--- src/rtl/sram_arbiter_rr_pkg.sv ---
// Shared constants, init-clear state encodings and pointer helper
// for the round-robin ZBT SRAM arbiter.
package sram_arbiter_rr_pkg;

   localparam logic SRAM_ARB_BW_ON  = 1'b0;
   localparam logic SRAM_ARB_BW_OFF = 1'b1;

   localparam int RD_LATENCY_MIN = 2;
   localparam int RD_LATENCY_MAX = 6;

   typedef enum logic [1:0] {
      INIT_IDLE  = 2'd0,
      INIT_CLEAR = 2'd1,
      INIT_DONE  = 2'd2
   } init_state_e;

   function automatic int rr_next(input int idx, input int n);
      return (idx + 1 >= n) ? 0 : idx + 1;
   endfunction

endpackage

--- src/rtl/sram_arbiter_rr_pick.sv ---
// Rotating-priority encoder: first requester at or after rr_ptr,
// modulo NUM_PORTS; one-hot grant plus its index.
module sram_arbiter_rr_pick #(
   parameter int NUM_PORTS = 4,
   parameter int IDX_W     = 2
) (
   input  logic [NUM_PORTS-1:0] req,
   input  logic [IDX_W-1:0]     rr_ptr,
   output logic [NUM_PORTS-1:0] gnt,
   output logic [IDX_W-1:0]     gnt_idx,
   output logic                 gnt_vld
);

   // scan ports starting at the pointer and take the first request
   always_comb begin
      int p;
      p       = 0;
      gnt     = '0;
      gnt_idx = '0;
      gnt_vld = 1'b0;
      for (int k = 0; k < NUM_PORTS; k++) begin
         p = int'(rr_ptr) + k;
         if (p >= NUM_PORTS) p = p - NUM_PORTS;
         if (!gnt_vld && req[p]) begin
            gnt_vld = 1'b1;
            gnt[p]  = 1'b1;
            gnt_idx = IDX_W'(p);
         end
      end
   end

endmodule

--- src/rtl/sram_arbiter_rr.sv ---
// N-port round-robin arbiter for a ZBT SRAM with pipelined read return.
// Optional post-reset memory clear: define SRAM_ARB_INIT_EN.
module sram_arbiter_rr
   import sram_arbiter_rr_pkg::*;
#(
   parameter int SRAM_ADDR_WIDTH = 19,
   parameter int SRAM_DATA_WIDTH = 36,
   parameter int NUM_PORTS       = 4,
   parameter int RD_LATENCY      = 3,
   parameter logic [SRAM_DATA_WIDTH-1:0] INIT_PATTERN = '0
) (
   input  logic                                 clk,
   input  logic                                 reset_L,
   input  logic [NUM_PORTS-1:0]                 req,
   input  logic [NUM_PORTS-1:0]                 rd_wr_L,
   input  logic [NUM_PORTS*SRAM_ADDR_WIDTH-1:0] addr,
   input  logic [NUM_PORTS*SRAM_DATA_WIDTH-1:0] wr_data,
   output logic [NUM_PORTS-1:0]                 ack,
   output logic [NUM_PORTS-1:0]                 rd_vld,
   output logic [SRAM_DATA_WIDTH-1:0]           rd_data,
   output logic [SRAM_ADDR_WIDTH-1:0]           sram_addr,
   output logic                                 sram_we,
   output logic [SRAM_DATA_WIDTH/9-1:0]         sram_bw,
   output logic [SRAM_DATA_WIDTH-1:0]           sram_wr_data,
   input  logic [SRAM_DATA_WIDTH-1:0]           sram_rd_data,
   output logic                                 sram_tri_en,
   output logic                                 enable
);

   localparam int AW    = SRAM_ADDR_WIDTH;
   localparam int DW    = SRAM_DATA_WIDTH;
   localparam int BW    = SRAM_DATA_WIDTH / 9;
   localparam int IDX_W = (NUM_PORTS > 1) ? $clog2(NUM_PORTS) : 1;
   localparam int RDL   =
      (RD_LATENCY < RD_LATENCY_MIN) ? RD_LATENCY_MIN :
      (RD_LATENCY > RD_LATENCY_MAX) ? RD_LATENCY_MAX : RD_LATENCY;

   logic [NUM_PORTS-1:0] gnt;
   logic [IDX_W-1:0]     gnt_idx;
   logic                 gnt_vld;

   logic [NUM_PORTS-1:0] ack_q, ack_d;
   logic [IDX_W-1:0]     rr_ptr_q, rr_ptr_d;
   logic [AW-1:0]        sram_addr_q, sram_addr_d;
   logic                 sram_we_q, sram_we_d;
   logic [BW-1:0]        sram_bw_q, sram_bw_d;
   logic                 wr0_q, wr0_d, wr1_q, wr1_d;
   logic [DW-1:0]        wd0_q, wd0_d, wd1_q, wd1_d;
   logic                 tri_en_q, tri_en_d;
   logic [DW-1:0]        sram_wr_data_q, sram_wr_data_d;
   logic [NUM_PORTS-1:0] rd_pipe_q [RDL];
   logic [NUM_PORTS-1:0] rd_pipe_d [RDL];
   logic [NUM_PORTS-1:0] rd_vld_q, rd_vld_d;
   logic [DW-1:0]        rd_data_q, rd_data_d;
   logic                 enable_q, enable_d;

   logic                 clr_wr;
   logic [AW-1:0]        clr_addr;

   sram_arbiter_rr_pick #(
      .NUM_PORTS (NUM_PORTS),
      .IDX_W     (IDX_W)
   ) u_pick (
      .req     (req),
      .rr_ptr  (rr_ptr_q),
      .gnt     (gnt),
      .gnt_idx (gnt_idx),
      .gnt_vld (gnt_vld)
   );

`ifdef SRAM_ARB_INIT_EN
   init_state_e   state_q, state_d;
   logic [AW-1:0] clr_addr_q, clr_addr_d;

   assign clr_addr = clr_addr_q;

   // clear walk: one INIT_PATTERN write per cycle, then open service
   always_comb begin
      state_d    = state_q;
      clr_addr_d = clr_addr_q;
      clr_wr     = 1'b0;
      enable_d   = enable_q;
      unique case (state_q)
         INIT_IDLE: state_d = INIT_CLEAR;
         INIT_CLEAR: begin
            clr_wr     = 1'b1;
            clr_addr_d = clr_addr_q + AW'(1);
            if (&clr_addr_q) state_d = INIT_DONE;
         end
         INIT_DONE: enable_d = 1'b1;
         default: state_d = INIT_IDLE;
      endcase
   end

   // clear FSM state register
   always_ff @(posedge clk or negedge reset_L) begin
      if (!reset_L) begin
         state_q    <= INIT_IDLE;
         clr_addr_q <= '0;
      end else begin
         state_q    <= state_d;
         clr_addr_q <= clr_addr_d;
      end
   end
`else
   assign clr_wr   = 1'b0;
   assign clr_addr = '0;
   assign enable_d = 1'b1;
`endif

   // grant, SRAM control pins, write-data delay and read-valid pipe
   always_comb begin
      int sel;
      sel            = int'(gnt_idx);
      ack_d          = '0;
      rr_ptr_d       = rr_ptr_q;
      sram_addr_d    = sram_addr_q;
      sram_we_d      = 1'b1;
      sram_bw_d      = {BW{SRAM_ARB_BW_OFF}};
      wr0_d          = 1'b0;
      wd0_d          = wd0_q;
      wr1_d          = wr0_q;
      wd1_d          = wd0_q;
      tri_en_d       = wr1_q;
      sram_wr_data_d = wd1_q;
      rd_pipe_d[0]   = '0;
      for (int k = 1; k < RDL; k++) rd_pipe_d[k] = rd_pipe_q[k-1];
      rd_vld_d       = rd_pipe_q[RDL-1];
      rd_data_d      = (|rd_pipe_q[RDL-1]) ? sram_rd_data : rd_data_q;
      if (clr_wr) begin
         sram_addr_d = clr_addr;
         sram_we_d   = 1'b0;
         sram_bw_d   = {BW{SRAM_ARB_BW_ON}};
         wr0_d       = 1'b1;
         wd0_d       = INIT_PATTERN;
      end else if (enable_q && gnt_vld) begin
         ack_d       = gnt;
         rr_ptr_d    = IDX_W'(rr_next(sel, NUM_PORTS));
         sram_addr_d = addr[sel*AW +: AW];
         if (rd_wr_L[sel]) begin
            rd_pipe_d[0] = gnt;
         end else begin
            sram_we_d = 1'b0;
            sram_bw_d = {BW{SRAM_ARB_BW_ON}};
            wr0_d     = 1'b1;
            wd0_d     = wr_data[sel*DW +: DW];
         end
      end
   end

   // datapath registers; reset drops any in-flight read
   always_ff @(posedge clk or negedge reset_L) begin
      if (!reset_L) begin
         ack_q          <= '0;
         rr_ptr_q       <= '0;
         sram_addr_q    <= '0;
         sram_we_q      <= 1'b1;
         sram_bw_q      <= {BW{SRAM_ARB_BW_OFF}};
         wr0_q          <= 1'b0;
         wr1_q          <= 1'b0;
         wd0_q          <= '0;
         wd1_q          <= '0;
         tri_en_q       <= 1'b0;
         sram_wr_data_q <= '0;
         for (int k = 0; k < RDL; k++) rd_pipe_q[k] <= '0;
         rd_vld_q       <= '0;
         rd_data_q      <= '0;
         enable_q       <= 1'b0;
      end else begin
         ack_q          <= ack_d;
         rr_ptr_q       <= rr_ptr_d;
         sram_addr_q    <= sram_addr_d;
         sram_we_q      <= sram_we_d;
         sram_bw_q      <= sram_bw_d;
         wr0_q          <= wr0_d;
         wr1_q          <= wr1_d;
         wd0_q          <= wd0_d;
         wd1_q          <= wd1_d;
         tri_en_q       <= tri_en_d;
         sram_wr_data_q <= sram_wr_data_d;
         for (int k = 0; k < RDL; k++) rd_pipe_q[k] <= rd_pipe_d[k];
         rd_vld_q       <= rd_vld_d;
         rd_data_q      <= rd_data_d;
         enable_q       <= enable_d;
      end
   end

   assign ack          = ack_q;
   assign rd_vld       = rd_vld_q;
   assign rd_data      = rd_data_q;
   assign sram_addr    = sram_addr_q;
   assign sram_we      = sram_we_q;
   assign sram_bw      = sram_bw_q;
   assign sram_wr_data = sram_wr_data_q;
   assign sram_tri_en  = tri_en_q;
   assign enable       = enable_q;

endmodule

--- config.mk ---
export PLATFORM = sky130hd
export DESIGN_NAME = sram_arbiter_rr
export DESIGN_NICKNAME = d
export VERILOG_FILES = /design/src/rtl/sram_arbiter_rr_pkg.sv /design/src/rtl/sram_arbiter_rr_pick.sv /design/src/rtl/sram_arbiter_rr.sv
export SDC_FILE = /design/constraint.sdc
export NUM_CORES = 1
export LEC_CHECK = 0
export CAP_MARGIN = 20
export CORE_AREA = 2 2 145 147
export CTS_BUF_LIST = sky130_fd_sc_hd__clkbuf_8
export CTS_CLUSTER_DIAMETER = 200
export DETAILED_ROUTE_END_ITERATION = 7
export DIE_AREA = 0 0 147 149
export PLACE_DENSITY = 0.79
export SLEW_MARGIN = 5
export SYNTH_ARGS = -nofsm -noshare
export SYNTH_HDL_FRONTEND = slang
export SYNTH_HIERARCHICAL = 1
export SYNTH_SLANG_ARGS = --single-unit
--- constraint.sdc ---
create_clock -name clk -period 4.24 [get_ports clk]
set_input_delay 0.424 -clock clk [delete_from_list [all_inputs] [get_ports clk]]
set_output_delay 0.424 -clock clk [all_outputs]
set_load 0.02 [all_outputs]
### After elaboration in Yosys (flattened, before gate mapping)

Index checks and enable logic that the tools add are counted.

| operators by class | value |
|---|---|
| add/subtract/negate cells | 8 |
| multiply operators | 2 |
| div/mod/pow operators | 0 |
| $lt $le $gt $ge | 14 |
| equality and inequality tests | 0 |
| shift-type cells | 2 |
| mux-type cells | 48 |
| bitwise operators | 4 |
| reduce and logical (&&, ||, !) cells | 13 |

Operators with widths:

| kind | count |
|---|---|
| 144-bit by 9-bit indexed part select with 36-bit output | 1 |
| 32-bit by 1-bit greater-or-equal comparator with 1-bit output, second input constant | 4 |
| 32-bit by 4-bit < comparator with 1-bit output, second input constant | 4 |
| 32-bit 2-to-1 mux | 4 |
| 32-bit by 4-bit greater-or-equal comparator with 1-bit output, second input constant | 3 |
| 32-bit by 4-bit subtractor with 32-bit output, second input constant | 3 |
| 76-bit by 8-bit indexed part select with 19-bit output | 1 |
| 4-bit 2-to-1 mux | 9 |
| 1-bit 2-to-1 mux | 21 |
| 4-bit bitwise OR | 3 |
| 1-bit binary-select mux with 2-bit select | 5 |
| 2-bit 2-to-1 mux | 5 |
| 1-bit demux with 2-bit select | 4 |
| 1-bit logical AND | 8 |
| 2-bit by 5-bit multiplier with 7-bit output, second input constant | 1 |
| 2-bit by 1-bit adder with 3-bit output, second input constant | 2 |
| 2-bit by 2-bit adder with 3-bit output, second input constant | 2 |
| 2-bit by 4-bit multiplier with 6-bit output, second input constant | 1 |
| 4-bit OR reduction | 1 |
| 2-bit by 3-bit subtractor with 4-bit output, second input constant | 1 |
| 2-bit by 3-bit greater-or-equal comparator with 1-bit output, second input constant | 1 |
| 3-bit greater-or-equal comparator, second input constant | 1 |
| 1-bit zero test | 3 |
| 2-bit by 3-bit < comparator with 1-bit output, second input constant | 1 |
| 2 further kinds | 2 |

| word-level totals | value |
|---|---|
| register bits after elaboration | 194 |
| bits in latches | 0 |
| memory bits (writable) | 0 |
| bits in read-only memories | 0 |
| input port bits | 266 |
| output and inout port bits | 106 |
| word-level logic and storage cells | 108 |
| memories | 0 |

### Longest topological paths before layout

Gate-level depths: netlist (run 1).

| depth | value |
|---|---|
| word-level depth | 19 |
| depth in mapped cells | 14 |
| depth with buffers taken out | 9 |

### Hierarchy

Netlist (run 1), hierarchy kept.

By module, submodules not included:

| module | times used | cells an instance | area an instance (um^2) | sequential area each (um^2) |
|---|---|---|---|---|
| sram_arbiter_rr | 1 | 384 | 7,606.0 | 4,755.8 |
| sram_arbiter_rr_pick | 1 | 48 | 460.4 | 0.0 |

### Least setup slack after synthesis (run 1)

No wires, ideal clock.

| timing | value |
|---|---|
| path kind | register -> register |
| from | register rr_ptr_q[0] |
| to | register wd0_q[13] |
| setup time | 127 ps |
| arrival | 3,156 ps |
| required time | 4,113 ps |
| setup slack | 956 ps |
| stages on the path, launching flop included | 12 |
| buffers on the path | 4 |
| period minus slack after synthesis | 3,284 ps |
| path through | dfrtp_1 > buf_6 > inv_1 > ha_1 > mux4_2 > buf_6 > o311ai_0 > a32o_1 > buf_2 > clkbuf_1 > mux4_2 > mux2_1 |

| on the way | value |
|---|---|
| word-level cells in the longest chain between the ends | 19 |
| elaborated cells between the ends (all ways) | 48 |
| those cells by class | add/sub: 7; mul: 1; order compare: 4; shift: 1; mux: 26; bitwise: 1; reduce/logical: 8 |

RTL lines:

| what | RTL line | text |
|---|---|---|
| start: declaration | sram_arbiter_rr.sv:43 | `logic [IDX_W-1:0] rr_ptr_q, rr_ptr_d;` |
| start signal: assignment | sram_arbiter_rr.sv:171 | `rr_ptr_q <= rr_ptr_d;` |
| branches (longest 14 deep; another with 32-bit by 4-bit subtractor with 32-bit output) | -- |  |
| 2-bit 2-to-1 mux (*) | sram_arbiter_rr_pick.sv:24 | `if (!gnt_vld && req[p]) begin` |
| named net gnt_idx[1] | sram_arbiter_rr.sv:39 | `logic [IDX_W-1:0] gnt_idx;` |
| branches (longest 4 deep; another with 2-bit by 4-bit multiplier with 6-bit output) | -- |  |
| end signal: assignment | sram_arbiter_rr.sv:177 | `wd0_q <= wd0_d;` |
| end: declaration | sram_arbiter_rr.sv:48 | `logic [DW-1:0] wd0_q, wd0_d, wd1_q, wd1_d;` |

Mark *: on every way through the listed nets, which the timed path passes. The select of a mux whose other input is x is not followed.
A chain may end at the register's enable or synchronous reset.

### Worst setup path after layout (run 1)

| timing | value |
|---|---|
| from | register rr_ptr_q[1] |
| to | register wd0_q[13] |

Same word-level chain as after synthesis.

==> results of run 1 <==
[metal layers]
metal / vias to the layer above / wire length (microns)
met5: - / 0
met4: 0 / 418
met3: 24 / 1790
met2: 276 / 11160
met1: 2620 / 7493
li1: 2364 / -
[power groups by stage]
stage | logic [mW] | clock network (mW) | registers, mW
after floorplan | 3.77 | 0 | 3.70
after global placement | 5.96 | 0 | 3.17
after detailed placement | 6.07 | 0 | 3.20
after CTS | 6.07 | 1.28 | 3.17
after global routing | 6.37 | 1.36 | 3.26
final | 5.97 | 1.22 | 3.15
[area by class of cell]
cell class | count | area, sq um
Timing Repair Buffer | 380 | 3845
Tap cell | 275 | 344.1
Clock inverter | 15 | 188.9
Fill cell | 1570 | 8127
Inverter | 5 | 18.77
Multi-Input combinational cell | 208 | 3044
Clock buffer | 17 | 234.0
Sequential cell | 190 | 4756
[kinds of logic after synthesis]
| logic type | share of synthesized area, % |
|---|---|
| AO/OA/AOI/OAI | 1.691 |
| flip-flops | 58.96 |
| other | 0.04649 |
| adder cells (fa/ha/maj) | 1.396 |
| multiplexers | 32.28 |
| buffers and inverters | 3.707 |
| AND/OR/NAND/NOR | 1.923 |
[worst max-delay path: stages (launching register included)]
cell      delay [ns]
dfrtp_1         0.57
inv_1           0.19
ha_1            0.39
mux4_2          0.44
o311ai_0        0.45
a32o_4          0.33
buf_4           0.57
mux4_2          0.40
mux2_1          0.29
[Yosys cell counts]
cell,number
o21ai_0,5
ha_1,9
nand2_1,1
o311ai_0,1
dfstp_2,1
buf_8,1
mux2_4,40
o211ai_1,1
mux4_2,56
nand3b_1,1
buf_6,4
clkbuf_1,3
buf_1,1
buf_12,6
buf_2,8
mux2_1,9
a32o_1,1
and2_1,5
o22ai_2,1
mux4_1,3
and3_1,4
and2b_2,1
a22oi_1,8
buf_4,6
o31ai_1,1
nor4b_4,1
nor2_1,3
conb_1,1
inv_1,5
nand3_1,1
nor4_4,1
a21oi_1,1
nor4_1,1
nand2b_1,1
nor3_1,1
mux2i_1,1
mux2_2,49
dfrtp_1,189
[per-stage QoR]
step	std cells	total power [mW]	worst slack (ns)
final	1090	10.34	0.4192
after global routing	1090	10.98	0.1746
after CTS	1088	10.51	0.4097
after detailed placement	1056	9.269	0.3423
after global placement	1056	9.125	0.4079
after floorplan	432	7.477	0.9565
[path summary, 6_finish.rpt]
| check | startpoint | to | cells after the start |
|---|---|---|---|
| worst max-delay path | rr_ptr_q[1]$_DFFE_PN0P_ | wd0_q[13]$_DFFE_PN0P_ | 8 |
| worst min-delay path | sram_wr_data_d[7]$_DFF_PN0_ | sram_wr_data[7]$_DFF_PN0_ | 0 |
| worst max register to register | rr_ptr_q[1]$_DFFE_PN0P_ | wd0_q[13]$_DFFE_PN0P_ | 8 |
| worst min register to register | sram_wr_data_d[7]$_DFF_PN0_ | sram_wr_data[7]$_DFF_PN0_ | 0 |
| max in group asynchronous | reset_L | rr_ptr_q[0]$_DFFE_PN0P_ | 4 |
| min in group asynchronous | reset_L | sram_wr_data[16]$_DFF_PN0_ | 2 |
[sequential cells by signal, indices dropped and copies added (netlist names)]
signal          count
sram_wr_data_d     36
rd_pipe_d           8
rd_data            36
enable              1
rr_ptr_q            2
sram_addr          19
wr0_q               1
ack                 4
rd_vld_d            4
sram_tri_en         1
sram_bw             1
wd0_q              36
rd_vld              4
sram_wr_data       36
tri_en_d            1
[what timing repair did]
action | 4_1_cts | 5_1_grt
endpoints found under the hold margin | 0 | 20
hold buffers | 0 | 1
buffers inserted | 0 | 0
==> flow_summary.toml, run 1 <==
[power_and_ir_drop]
p_sw_mw = 3.685
powerDensity_nw_per_um2 = 832.1
ir_drop_uv = 495.7
cellLeakagePower_nw = 5.126
power.internal_mw = 6.658
switching_share_pct = 35.63
pwr-share-seq_pct = 30.5
pwr-share-clk_pct = 11.8
power_frac_comb_pct = 57.7

[yosys]
yosysTopAreaCell = "dfrtp_1"
syn_inst = 432
netlist_area_sq_um = 8066
ys_warn_count = 6
syn_avg_cell_area_sq_um = 18.67
yosysTopAreaCellShare_pct = 58.63
synth.distinct_cells = 38
synthTopCellsByArea = "dfrtp_1, mux4_2, mux2_4, mux2_2, buf_12"
syn-num-nets = 707
synth-seq-cells = 190
seq_area_frac_synth_pct = 58.96

[floorplan]
rows = 53
dieArea_sq_um = 21900
ios = 372
coreArea_sq_um = 20560
die_x_microns = 147
initial_core_util_pct = 39.24
die-height_microns = 149

[place]
port_buffers = 371
place.gp.congestion = 0.8223
place_area_sq_um = 11970
dp_hpwl_microns = 16100

[drt]
first_pass_iters = 4
drc_errors = 0
via_per_inst = 4.848
wirelength_microns = 20860
drt-initial-drc-count = 168
drtAntennaViolNets = 0
vias = 5284
wire_per_inst_microns = 19.14

[clock_network]
clkSinkCount = 190
cts_buffer_depth = 2
cts_tree = "built"
cts_buffers = 17
clk_pin_slew_ns = 0.11
root_buffer = "clkbuf_8"
cts_resized = 0
clock_latency_ns = 0.46
htreeDepth = 4

[status]
status = "complete, no violations"

[grt]
grt_usage_pct = 19.13
grt_pass1_wl_microns = 31480
use_met3_pct = 5.994
grt-ovfl-total = 0
grt_use_met2_pct = 34.60
grt_use_met1_pct = 21.70
grt_pass1_vias = 5562
grt.busiest_layer = "met2"
grt_max_degree = 134
grt_antenna_before_repair = 0

[layout]
fin_nets = 1077
antennaDiodeCount = 0
final_cell_mix = "clkdlybuf4s50_1, dfrtp_1, mux4_2"
area_growth_pct = 54.10
layout-drive-gt1-share_pct = 23.56
final_common_cell = "clkdlybuf4s50_1"
final_util_pct = 60.47
final_area_sq_um = 12430

[sta]
setup_violations = 0
clock-skew-final_ns = 0.02434
holdWs_ns = 0.3529
maxSlewHeadroom_pct = 52.85
min_period_ns = 3.821
max_freq_mhz = 261.7
final_hold_viol_count = 0
tns_ns = 0
finalCritPeriodShare_pct = 90.11
worst_slew_pin_slew_ns = 0.7073
final_max_slew_viol_count = 0
rsz0062_at_grt = "no"

[setup_path]
setup.worst_path.class = "flip-flop to flip-flop"
startpoint_type = "flip-flop"
worstPathMaxFanout = 50
cp-end-kind = "flip-flop"
crit_arrival_ns = 4.17
r2r_setup_slack_ns = 0.42
required_ns = 4.59

[min_path]
hold_class = "flip-flop to flip-flop"

[flow_run]
cap_viol_max_count = 0
No activity file was read; power rests on OpenSTA's default activity.
==> inputs of run 2 (changes only) <==
CORE_AREA = not set   (was 2 2 145 147)
CORE_UTILIZATION = 39   (was not set)
DIE_AREA = not set   (was 0 0 147 149)
PLACE_DENSITY = 0.8   (was 0.79)
clock period = 3.15 ns   (was 4.24 ns; I/O delays follow)
==> run 2 against run 1 <==
Sequential power grew 35%. Flip-flop and latch count unchanged. Total power increased by 43%. Register-to-register slack got worse by 0.31 ns. Global-route usage grew 1.8 points. Design area up 3.1%. Sequential share of layout area down 1.1 points. First-iteration DRC count increased by 6.0%. Clock skew shrank 0.0095 ns. Combinational power up 51%. Core utilization increased by 2.9 points. Worst setup slack worse by 0.31 ns. Critical path type unchanged.
==> flow_summary.toml, run 2 (synthesized netlist as in run 1, its figures left out) <==
[power_and_ir_drop]
switching_share_pct = 35.26
power.internal_mw = 9.602
cellLeakagePower_nw = 5.330
power.total_mw = 14.83
ir_drop_uv = 513.5
p_sw_mw = 5.231
pwr-share-seq_pct = 28.6
power_frac_comb_pct = 60.7
pwr-share-clk_pct = 10.7
powerDensity_nw_per_um2 = 1157

[drt]
drt-initial-drc-count = 178
drtAntennaViolNets = 0
via_per_inst = 4.880
wirelength_microns = 21440
wire_per_inst_microns = 19.13
first_pass_iters = 4
vias = 5470
drc_errors = 0

[layout]
fin_nets = 1112
instances_no_fill = 1121
final_common_cell = "clkdlybuf4s50_1"
fillers = 1453
area_growth_pct = 58.91
final_area_sq_um = 12820
final_cell_mix = "clkdlybuf4s50_1, dfrtp_1, mux4_2"
layout-drive-gt1-share_pct = 28.12
final_util_pct = 63.35

[floorplan]
ios = 372
dieArea_sq_um = 21260
rows = 52
initial_core_util_pct = 39.87
die_x_microns = 145.8
coreArea_sq_um = 20230
die-height_microns = 145.8

[flow_run]
cap_viol_max_count = 0

[min_path]
min_to = "sram_wr_data[21]$_DFF_PN0_"
hold_class = "flip-flop to flip-flop"
min_delay_path_depth = 0
holdCritStartpoint = "sram_wr_data_d[21]$_DFF_PN0_"

[place]
place_ws_ns = -0.3460
place_area_sq_um = 12220
dp_cells = 1076
port_buffers = 371
place.gp.congestion = 0.8323
dp_hpwl_microns = 16510

[sta]
final_hold_viol_count = 0
tns_ns = 0
max_freq_mhz = 328.9
clock-skew-final_ns = 0.01489
worst_slew_pin_slew_ns = 0.6567
holdWs_ns = 0.3475
finalCritPeriodShare_pct = 96.52
setup_violations = 0
min_period_ns = 3.040
fin_ws_ns = 0.1096
maxSlewHeadroom_pct = 56.22
final_max_slew_viol_count = 0

[setup_path]
cp-end-kind = "flip-flop"
worstPathMaxFanout = 37
r2r_setup_slack_ns = 0.11
required_ns = 3.50
r2r_cells = 9
startpoint_type = "flip-flop"
crit_arrival_ns = 3.39
setup.worst_path.class = "flip-flop to flip-flop"
r2r-start = "rr_ptr_q[0]$_DFFE_PN0P_"
r2r-end = "wd0_q[8]$_DFFE_PN0P_"

[grt]
grt_pass1_wl_microns = 33110
grt_usage_pct = 20.94
grt_pass1_vias = 5888
grt_antenna_before_repair = 1
grt-ovfl-total = 0
grt_max_degree = 82

[clock_network]
cts_buffers = 17
clk_pin_slew_ns = 0.10
cts_buffer_depth = 2
cts_tree = "built"
htreeDepth = 4
root_buffer = "clkbuf_8"
clkSinkCount = 190
clock_latency_ns = 0.48

[status]
status = "complete, no violations"
[run 2: worst max-delay path by stage]
stage | start | end
global placement | req[2] | wd0_q[1]$_DFFE_PN0P_
floorplan | rr_ptr_q[0]$_DFFE_PN0P_ | wd0_q[10]$_DFFE_PN0P_
CTS | rr_ptr_q[0]$_DFFE_PN0P_ | wd0_q[24]$_DFFE_PN0P_
finish | rr_ptr_q[0]$_DFFE_PN0P_ | wd0_q[8]$_DFFE_PN0P_
detailed placement | req[2] | wd0_q[1]$_DFFE_PN0P_
global route | rr_ptr_q[0]$_DFFE_PN0P_ | wd0_q[13]$_DFFE_PN0P_
[run 2: layer usage]
layer | up-vias | global-route usage, % | routed length [microns]
met1 | 2734 | 23.78 | 7948
met3 | 36 | 6.050 | 1551
met2 | 266 | 37.56 | 11410
li1 | 2434 | - | -
met4 | 0 | 7.158 | 534
met5 | - | 0 | 0
[run 2: power groups by stage]
stage	Sequential, mW	Clock [mW]	Combinational [mW]
detailed placement	4.29	0	8.63
finish	4.24	1.59	9.00
floorplan	4.99	0	5.10
CTS	4.26	1.66	8.66
global placement	4.24	0	8.51
global route	4.39	1.75	9.59
[run 2: cell type report]
class	instances	area, sq um	area share [%]
diodes	1	2.502	0.01952
multi-input cells	208	3074	23.98
repair buffers	415	4220	32.92
well taps	270	337.8	2.635
clock buffers	18	247.7	1.933
clock inverters	14	158.9	1.240
flip-flops and latches	190	4758	37.12
inverters	5	18.77	0.1464
[run 2: timing repair]
item                                    CTS  global route
setup buffers                             0             9
hold buffers                              1             0
hold endpoints to repair                 79             0
gates cloned                              0             3
endpoints found under the setup margin   45            54
pin swaps                                 0             6
resized for setup                         5            11
[run 2: worst max-delay path: stages (launching register included)]
cell     delay [ns]
dfrtp_2        0.45
inv_2          0.07
ha_4           0.27
mux4_2         0.33
buf_6          0.16
nor3_1         0.28
a32o_4         0.30
buf_6          0.35
mux4_2         0.37
mux2_1         0.30
